$ cat src/rtl/mgia_pixel_shifter.sv
`default_nettype none
// ============================================================================
// Module   : mgia_pixel_shifter
// Brief    : MGIA pixel serialiser; fetches display words and emits
//            1/2/4-bpp pixels MSB-first with optional 2x horizontal zoom.
// Revision : 1.0 - initial release
// ============================================================================
module mgia_pixel_shifter #(
    parameter int DW = 16,
    parameter int AW = 6
) (
    input  logic          CLK_I_25MHZ,
    input  logic          RST_I,
    input  logic          VREN_I,
    input  logic [1:0]    BPP_I,
    input  logic          ZOOM_I,
    output logic [AW-1:0] F_ADR_O,
    input  logic [DW-1:0] F_DAT_I,
    output logic [3:0]    PIX_O,
    output logic          PEN_O,
    output logic          OVF_O
);

    localparam int IW = $clog2(DW);

    localparam logic [1:0]    c_BPP_2     = 2'b01;
    localparam logic [1:0]    c_BPP_4     = 2'b10;
    localparam logic [IW-1:0] c_LAST_1BPP = IW'(DW - 1);
    localparam logic [IW-1:0] c_LAST_2BPP = IW'(DW / 2 - 1);
    localparam logic [IW-1:0] c_LAST_4BPP = IW'(DW / 4 - 1);

    logic          r_active;
    logic [DW-1:0] r_shift;
    logic [IW-1:0] r_idx;
    logic          r_hold;
    logic [1:0]    r_bpp;
    logic          r_zoom;
    logic [AW-1:0] r_adr;
    logic [3:0]    r_pix;
    logic          r_pen;
    logic          r_ovf;

    logic [3:0]    w_pix_top;
    logic [DW-1:0] w_shifted;
    logic [IW-1:0] w_last_idx;
    logic          w_hold_done;
    logic [AW-1:0] w_adr_next;
    logic          w_adr_wrap;

    // Mode-dependent pixel extraction, shift and last-pixel index (11 = 1bpp)
    always_comb begin
        w_pix_top  = {3'b000, r_shift[DW-1]};
        w_shifted  = {r_shift[DW-2:0], 1'b0};
        w_last_idx = c_LAST_1BPP;
        case (r_bpp)
            c_BPP_2: begin
                w_pix_top  = {2'b00, r_shift[DW-1:DW-2]};
                w_shifted  = {r_shift[DW-3:0], 2'b00};
                w_last_idx = c_LAST_2BPP;
            end
            c_BPP_4: begin
                w_pix_top  = r_shift[DW-1:DW-4];
                w_shifted  = {r_shift[DW-5:0], 4'b0000};
                w_last_idx = c_LAST_4BPP;
            end
            default: ;
        endcase
    end

    assign w_hold_done              = ~r_zoom | r_hold;
    assign {w_adr_wrap, w_adr_next} = {1'b0, r_adr} + {{AW{1'b0}}, 1'b1};

    always_ff @(posedge CLK_I_25MHZ or posedge RST_I) begin
        if (RST_I) begin
            r_active <= 1'b0;
            r_shift  <= '0;
            r_idx    <= '0;
            r_hold   <= 1'b0;
            r_bpp    <= 2'b00;
            r_zoom   <= 1'b0;
            r_adr    <= '0;
            r_pix    <= 4'h0;
            r_pen    <= 1'b0;
            r_ovf    <= 1'b0;
        end else begin
            r_active <= VREN_I;
            // The pixel stage lags one cycle, so the final pixel still emerges on line end
            r_pix    <= r_active ? w_pix_top : 4'h0;
            r_pen    <= r_active ? (|w_pix_top) : 1'b0;

            if (!VREN_I) begin
                r_adr  <= '0;
                r_idx  <= '0;
                r_hold <= 1'b0;
            end else if (!r_active) begin
                r_shift <= F_DAT_I;
                r_adr   <= AW'(1);
                r_bpp   <= BPP_I;
                r_zoom  <= ZOOM_I;
                r_idx   <= '0;
                r_hold  <= 1'b0;
                r_ovf   <= 1'b0;
            end else if (w_hold_done) begin
                r_hold <= 1'b0;
                if (r_idx == w_last_idx) begin
                    // Next word already valid on F_DAT_I: reload without a bubble
                    r_shift <= F_DAT_I;
                    r_adr   <= w_adr_next;
                    r_idx   <= '0;
                    if (w_adr_wrap) begin
                        r_ovf <= 1'b1;
                    end
                end else begin
                    r_shift <= w_shifted;
                    r_idx   <= r_idx + IW'(1);
                end
            end else begin
                r_hold <= 1'b1;
            end
        end
    end

    assign F_ADR_O = r_adr;
    assign PIX_O   = r_pix;
    assign PEN_O   = r_pen;
    assign OVF_O   = r_ovf;

endmodule
`default_nettype wire

$ cat config.mk
export PLATFORM = sky130hd
export DESIGN_NAME = mgia_pixel_shifter
export DESIGN_NICKNAME = d
export VERILOG_FILES = /design/src/rtl/mgia_pixel_shifter.sv
export SDC_FILE = /design/constraint.sdc
export NUM_CORES = 1
export LEC_CHECK = 0
export CELL_PAD_IN_SITES_DETAIL_PLACEMENT = 1
export CELL_PAD_IN_SITES_GLOBAL_PLACEMENT = 2
export CORE_ASPECT_RATIO = 1.1
export CORE_MARGIN = 2
export CORE_UTILIZATION = 30
export CTS_BUF_LIST = sky130_fd_sc_hd__clkbuf_8
export CTS_CLUSTER_SIZE = 28
export DETAILED_ROUTE_END_ITERATION = 16
export GPL_ROUTABILITY_DRIVEN = 1
export HOLD_SLACK_MARGIN = 0.06
export PLACE_DENSITY = 0.84
export SLEW_MARGIN = 20
export SYNTH_ARGS = -nofsm -noshare
export SYNTH_HDL_FRONTEND = slang
export SYNTH_SLANG_ARGS = --single-unit
export TNS_END_PERCENT = 5
$ cat constraint.sdc
create_clock -name CLK_I_25MHZ -period 2.03 [get_ports CLK_I_25MHZ]
set_clock_uncertainty 0.05 [all_clocks]
set_input_delay 0.203 -clock CLK_I_25MHZ [delete_from_list [all_inputs] [get_ports CLK_I_25MHZ]]
set_output_delay 0.203 -clock CLK_I_25MHZ [all_outputs]
set_load 0.01 [all_outputs]
==> flow_metrics.py, run 1 <==
metrics = {
    "routing": {
        "dr_total_vias": 1686,
        "first_pass_iters": 4,
        "drt-wirelength-per-cell_um": 14.63,
        "drt_iter0_markers": 78,
        "routed_wl_um": 4900,
        "viasPerCell": 5.033,
        "drc_errors": 0,
        "ant_nets": 0,
    },
    "sta": {
        "slew_viol_final": 0,
        "setup_tns_ns": 0,
        "hold-worst-slack_ns": 0.2655,
        "final_hold_viol_count": 0,
        "fmax_mhz": 508.1,
        "period_share_pct": 96.95,
        "fin_crit_ns": 1.968,
        "tightest_slew_ns": 0.6266,
        "slew_headroom_pct": 58.14,
        "setup_violations": 0,
    },
    "critical_path": {
        "required_ns": 2.20,
        "startpoint_type": "flip-flop",
        "worstPathArrival_ns": 2.14,
        "ff2ff_path_depth": 6,
        "cp_max_fo": 4,
        "endpoint_kind": "flip-flop",
        "path_class": "reg2reg",
    },
    "grt": {
        "grt_pass1_wl_um": 8424,
        "grt_overflow": 0,
        "grt_pass1_vias": 1778,
        "grt.total_usage_pct": 14.74,
        "grt_start_max_net_pins": 38,
        "antenna_found_initial": 0,
    },
    "synthesis": {
        "post_synth_mux_area_share_pct": 8.012,
        "synth_nets": 241,
        "ys_seq_area_share_pct": 45.96,
        "synth_top_family_by_area": "compound AO/OA/AOI/OAI gates",
        "yosysTopAreaCellShare_pct": 45.96,
        "yosys.area_share.simple_pct": 15.96,
        "synth_area_leader_cell": "dfrtp_1",
        "synthAdderAreaFrac_pct": 3.106,
        "synth.avg_cell_area_um2": 9.413,
        "syn_inst": 214,
        "synth_xor_xnor_area_share_pct": 2.050,
        "netlist_area_mm2": 0.002014,
        "yosysWarningCount": 0,
        "synth_cell_type_count": 38,
        "ys_seq_elements": 37,
        "synth-compound-area-share_pct": 20.99,
        "synth_area_leaders": "dfrtp_1, o21ai_0, mux2i_1",
    },
    "status": {
        "outcome": "finished, final reports clean",
    },
    "finish": {
        "drive_gt1_share_pct": 11.86,
        "final_util_pct": 40.14,
        "fin_nets": 279,
        "instances_no_fill": 335,
        "area_delta_synth_final_pct": 30.62,
        "insertedDiodeCount": 0,
        "fillerInstances": 749,
        "mostFrequentLayoutCells": "dfrtp_1, nand2_1, clkdlybuf4s50_1, o21ai_0, mux2i_1",
    },
    "power_and_ir_drop": {
        "power_density_mw_per_mm2": 776.2,
        "power_leakage_nw": 1.098,
        "irDropWorstVdd_mv": 0.3497,
        "finalPower_mw": 2.042,
    },
    "place": {
        "io_buffers": 33,
        "dp_hpwl_um": 3468,
        "placed_cells": 327,
        "gp_congestion": 0.7081,
    },
    "floorplan": {
        "floorplan.rows": 31,
        "die_w_um": 82.13,
        "fp.dieArea_mm2": 0.007387,
        "core_mm2": 0.006555,
        "start_util_pct": 30.73,
        "die_h_um": 89.95,
        "ioPinCount": 34,
    },
    "cts": {
        "cts_buffers": 5,
        "cts-root-buf": "clkbuf_8",
        "cts_sinks": 37,
        "cts_hold_buf": 0,
        "path_clk_slew_ns": 0.08,
        "cts_tree": "yes",
        "cts_max_level": 2,
        "clockBufferDepth": 2,
        "clk_latency_ns": 0.29,
    },
    "min_path": {
        "hold_class": "in2async",
    },
    "job": {
        "cap_violations": 0,
    },
}
worst max-delay path: stages, from the launching register on:
cell	delay (ns)
dfrtp_1	0.40
inv_2	0.10
ha_1	0.27
xor2_4	0.27
nand4_4	0.13
or4_4	0.53
a21oi_2	0.14
stage by stage:
step / cell area, um^2 / setup WS, ns
floorplan: 2026 / 0.04637
global placement: 2490 / 0.09516
detailed placement: 2490 / 0.008881
CTS: 2591 / 0.01695
global route: 2631 / -0.02343
finish: 2631 / 0.06182
flip-flops by register name, summed over array words and instances, names as in the netlist:
signal,count
F_ADR_O,6
OVF_O,1
PEN_O,1
PIX_O,4
r_active,1
r_bpp,2
r_hold,1
r_idx,4
r_shift,16
r_zoom,1
cell usage after synthesis (all sizes together):
library cell / number
dfrtp: 37
nand2: 37
o21ai: 34
mux2i: 15
a22oi: 13
clkbuf: 10
a21oi: 9
inv: 6
nand3: 6
nor2: 6
ha: 5
nor2b: 3
a21boi: 2
a22o: 2
a31oi: 2
and3: 2
buf: 2
nand2b: 2
nor3: 2
o31ai: 2
or3: 2
or4: 2
xor2: 2
a221o: 1
a2bb2oi: 1
a311oi: 1
and2: 1
mux2: 1
nand4: 1
nor4: 1
o211ai: 1
or2: 1
or3b: 1
xnor2: 1
final cells by class:
| class | instances | area (um^2) | share of cell area, % |
|---|---|---|---|
| Clock buffer | 7 | 96.34 | 3.661 |
| Inverter | 6 | 22.52 | 0.8559 |
| Clock inverter | 1 | 5.005 | 0.1902 |
| Timing Repair Buffer | 43 | 421.7 | 16.02 |
| Tap cell | 82 | 102.6 | 3.899 |
| Sequential cell | 37 | 925.9 | 35.19 |
| Multi-Input combinational cell | 159 | 1057 | 40.18 |
kinds of logic (layout without fill, tap and decap cells):
| logic type | Yosys count | count (layout) |
|---|---|---|
| AOI/OAI and AO/OA | 68 | 68 |
| xor gates and xnor gates | 3 | 3 |
| buffers and inverters | 18 | 57 |
| DFF | 37 | 37 |
| adders and majority gates | 5 | 5 |
| and+or+nand+nor | 67 | 67 |
| muxes | 16 | 16 |
timing repair:
| item | in CTS | in global routing |
|---|---|---|
| setup endpoints to repair | 2 | 10 |
| pin swaps | 1 | 1 |
| setup buffers | 0 | 0 |
| resized for setup | 0 | 8 |
| gates cloned | 0 | 0 |
| hold endpoints to repair | 0 | 0 |
final timing paths:
kind	slack, ns	to	start
setup / recovery	0.06	F_ADR_O[5]	r_bpp[0]
hold / removal	0.27	OVF_O	RST_I
setup reg to reg	0.06	F_ADR_O[5]	r_bpp[0]
hold reg to reg	0.49	r_zoom	r_zoom
max in group asynchronous	1.30	r_bpp[1]	RST_I
min in group CLK_I_25MHZ	0.42	r_shift[0]	F_DAT_I[0]
per-layer routing:
layer | GRT usage [%] | vias to the layer above | routed length [um]
met5 | 0 | - | 0
met4 | 5.000 | 0 | 82
met3 | 3.313 | 7 | 144
met2 | 24.73 | 26 | 2443
met1 | 18.31 | 817 | 2229
li1 | - | 836 | -
power by group:
group          internal, mW  switching [mW]  total [mW]  leakage [nW]
combinational         0.245           0.281       0.526         0.560
sequential            0.830          0.0973       0.927         0.483
clock                 0.308           0.282       0.589        0.0542
total                  1.38           0.660        2.04          1.10
(Power assumes the default switching activity.)
==> run 2: changes to the inputs <==
Settings changed: DONT_BUFFER_PORTS from default to 1, GPL_ROUTABILITY_DRIVEN 1 to default, PLACE_DENSITY 0.84 to 0.73.
==> flow_metrics.py, run 2 (synthesized netlist as in run 1, its figures left out) <==
metrics = {
    "status": {
        "outcome": "finished, final reports clean",
    },
    "critical_path": {
        "ff2ff_path_depth": 7,
        "r2r_end": "r_shift[7]",
        "endpoint_kind": "flip-flop",
        "required_ns": 2.15,
        "path_class": "reg2reg",
        "startpoint_type": "flip-flop",
        "worstPathArrival_ns": 2.13,
        "rrSetupSlack_ns": 0.02,
        "cp_max_fo": 8,
        "r2r-start": "r_bpp[1]",
    },
    "grt": {
        "grt_start_max_net_pins": 38,
        "grt.met3_usage_pct": 3.916,
        "grt_pass1_wl_um": 8431,
        "antenna_found_initial": 0,
        "busiest_layer": "met2",
        "grt.total_usage_pct": 14.60,
        "grt_pass1_vias": 1671,
        "gr-usage-met1_pct": 19.42,
        "grt_overflow": 0,
        "met2_usage_pct": 23.31,
    },
    "finish": {
        "design_area_mm2": 0.002477,
        "drive_gt1_share_pct": 11.97,
        "fin_nets": 260,
        "area_delta_synth_final_pct": 22.98,
        "final_util_pct": 37.79,
        "largest_reg_flops": 16,
        "insertedDiodeCount": 0,
        "mostFrequentLayoutCells": "dfrtp_1, nand2_1, o21ai_0, mux2i_1, a22oi_1",
        "fillerInstances": 746,
        "largest-register": "r_shift",
    },
    "sta": {
        "rsz0062_at_grt": "true",
        "period_share_pct": 99.04,
        "fin_crit_ns": 2.010,
        "fmax_mhz": 497.4,
        "slew_viol_final": 0,
        "tightest_slew_ns": 0.6527,
        "setup_violations": 0,
        "final_hold_viol_count": 0,
        "hold-worst-slack_ns": 0.06393,
        "slew_headroom_pct": 56.40,
    },
    "cts": {
        "clockBufferDepth": 2,
        "cts_sinks": 37,
        "cts-root-buf": "clkbuf_8",
        "cts_buffers": 5,
        "cts_max_level": 2,
        "path_clk_slew_ns": 0.08,
        "cts_tree": "yes",
        "clk_latency_ns": 0.29,
    },
    "routing": {
        "ant_nets": 0,
        "dr_total_vias": 1670,
        "routed_wl_um": 5218,
        "drt-wirelength-per-cell_um": 16.51,
        "first_pass_iters": 4,
        "drt_iter0_markers": 81,
        "drc_errors": 0,
        "viasPerCell": 5.285,
    },
    "min_path": {
        "hold-path-endpoint": "r_shift[12]",
        "holdPathStages": 2,
        "worstHoldStart": "F_DAT_I[12]",
        "hold_class": "in2reg",
    },
    "power_and_ir_drop": {
        "power_leakage_nw": 1.057,
        "irDropWorstVdd_mv": 0.3850,
        "power_density_mw_per_mm2": 847.8,
        "finalPower_mw": 2.100,
    },
    "floorplan": {
        "die_w_um": 82.13,
        "start_util_pct": 30.73,
        "core_mm2": 0.006555,
        "fp.dieArea_mm2": 0.007387,
        "floorplan.rows": 31,
        "die_h_um": 89.95,
        "ioPinCount": 34,
    },
    "place": {
        "gp_congestion": 0.7312,
        "dp_hpwl_um": 3315,
        "place_area_mm2": 0.002145,
        "io_buffers": 0,
    },
    "job": {
        "cap_violations": 0,
    },
}
-- run 2: where the power goes --
| group | total, mW | internal [mW] | leakage (nW) | switching [mW] |
|---|---|---|---|---|
| combinational | 0.498 | 0.222 | 0.511 | 0.277 |
| clock | 0.667 | 0.396 | 0.0626 | 0.271 |
| sequential | 0.935 | 0.830 | 0.483 | 0.104 |
-- run 2: how the worst max path moves through the flow --
stage	start	end	slack, ns	depth (start not counted)
finish	r_bpp[1]	r_shift[7]	0.02	7
global route	r_bpp[1]	r_shift[9]	-0.05	7
CTS	r_bpp[0]	PEN_O	0.004	7
detailed placement	r_bpp[0]	OVF_O	-0.01	7
global placement	r_bpp[0]	F_ADR_O[4]	0.07	6
floorplan	r_bpp[0]	F_ADR_O[5]	0.05	7
-- run 2: repair_timing --
action,CTS,global route
resized for setup,0,6
hold buffers,12,0
endpoints found under the setup margin,5,20
endpoints found under the hold margin,50,0
cloned,0,2
buffers inserted,1,1
pin swaps,1,2
-- run 2: worst max-delay path, cell delays in order, from the launching register on --
cell and delay, ns:
dfrtp_1 0.42, ha_1 0.26, xor2_4 0.19, buf_4 0.16, a31oi_4 0.29, clkbuf_16 0.23, mux2i_1 0.18, o21ai_0 0.09
-- run 2: routing by layer --
layer	routed length (um)	up-vias
met2	2596	29
met4	55	0
met1	2356	833
met3	210	5
met5	0	-
li1	-	803
-- run 2: area by class of cell --
cell class                      count  area [um^2]  share of cell area (%)
Multi-Input combinational cell    159         1045                   42.17
Sequential cell                    37        925.9                   37.37
Timing Repair Buffer               24        265.3                   10.71
Tap cell                           82        102.6                   4.141
Clock buffer                        6        82.58                   3.333
Clock inverter                      2        33.78                   1.364
Inverter                            6        22.52                  0.9091
-- run 2: through the flow --
step	instances	setup slack [ns]	TNS (ns)
floorplan	214	0.04637	0
global placement	292	0.06957	0
detailed placement	292	-0.01355	-0.01355
CTS	313	0.003753	0
global route	316	-0.05051	-0.4678
finish	316	0.01955	0
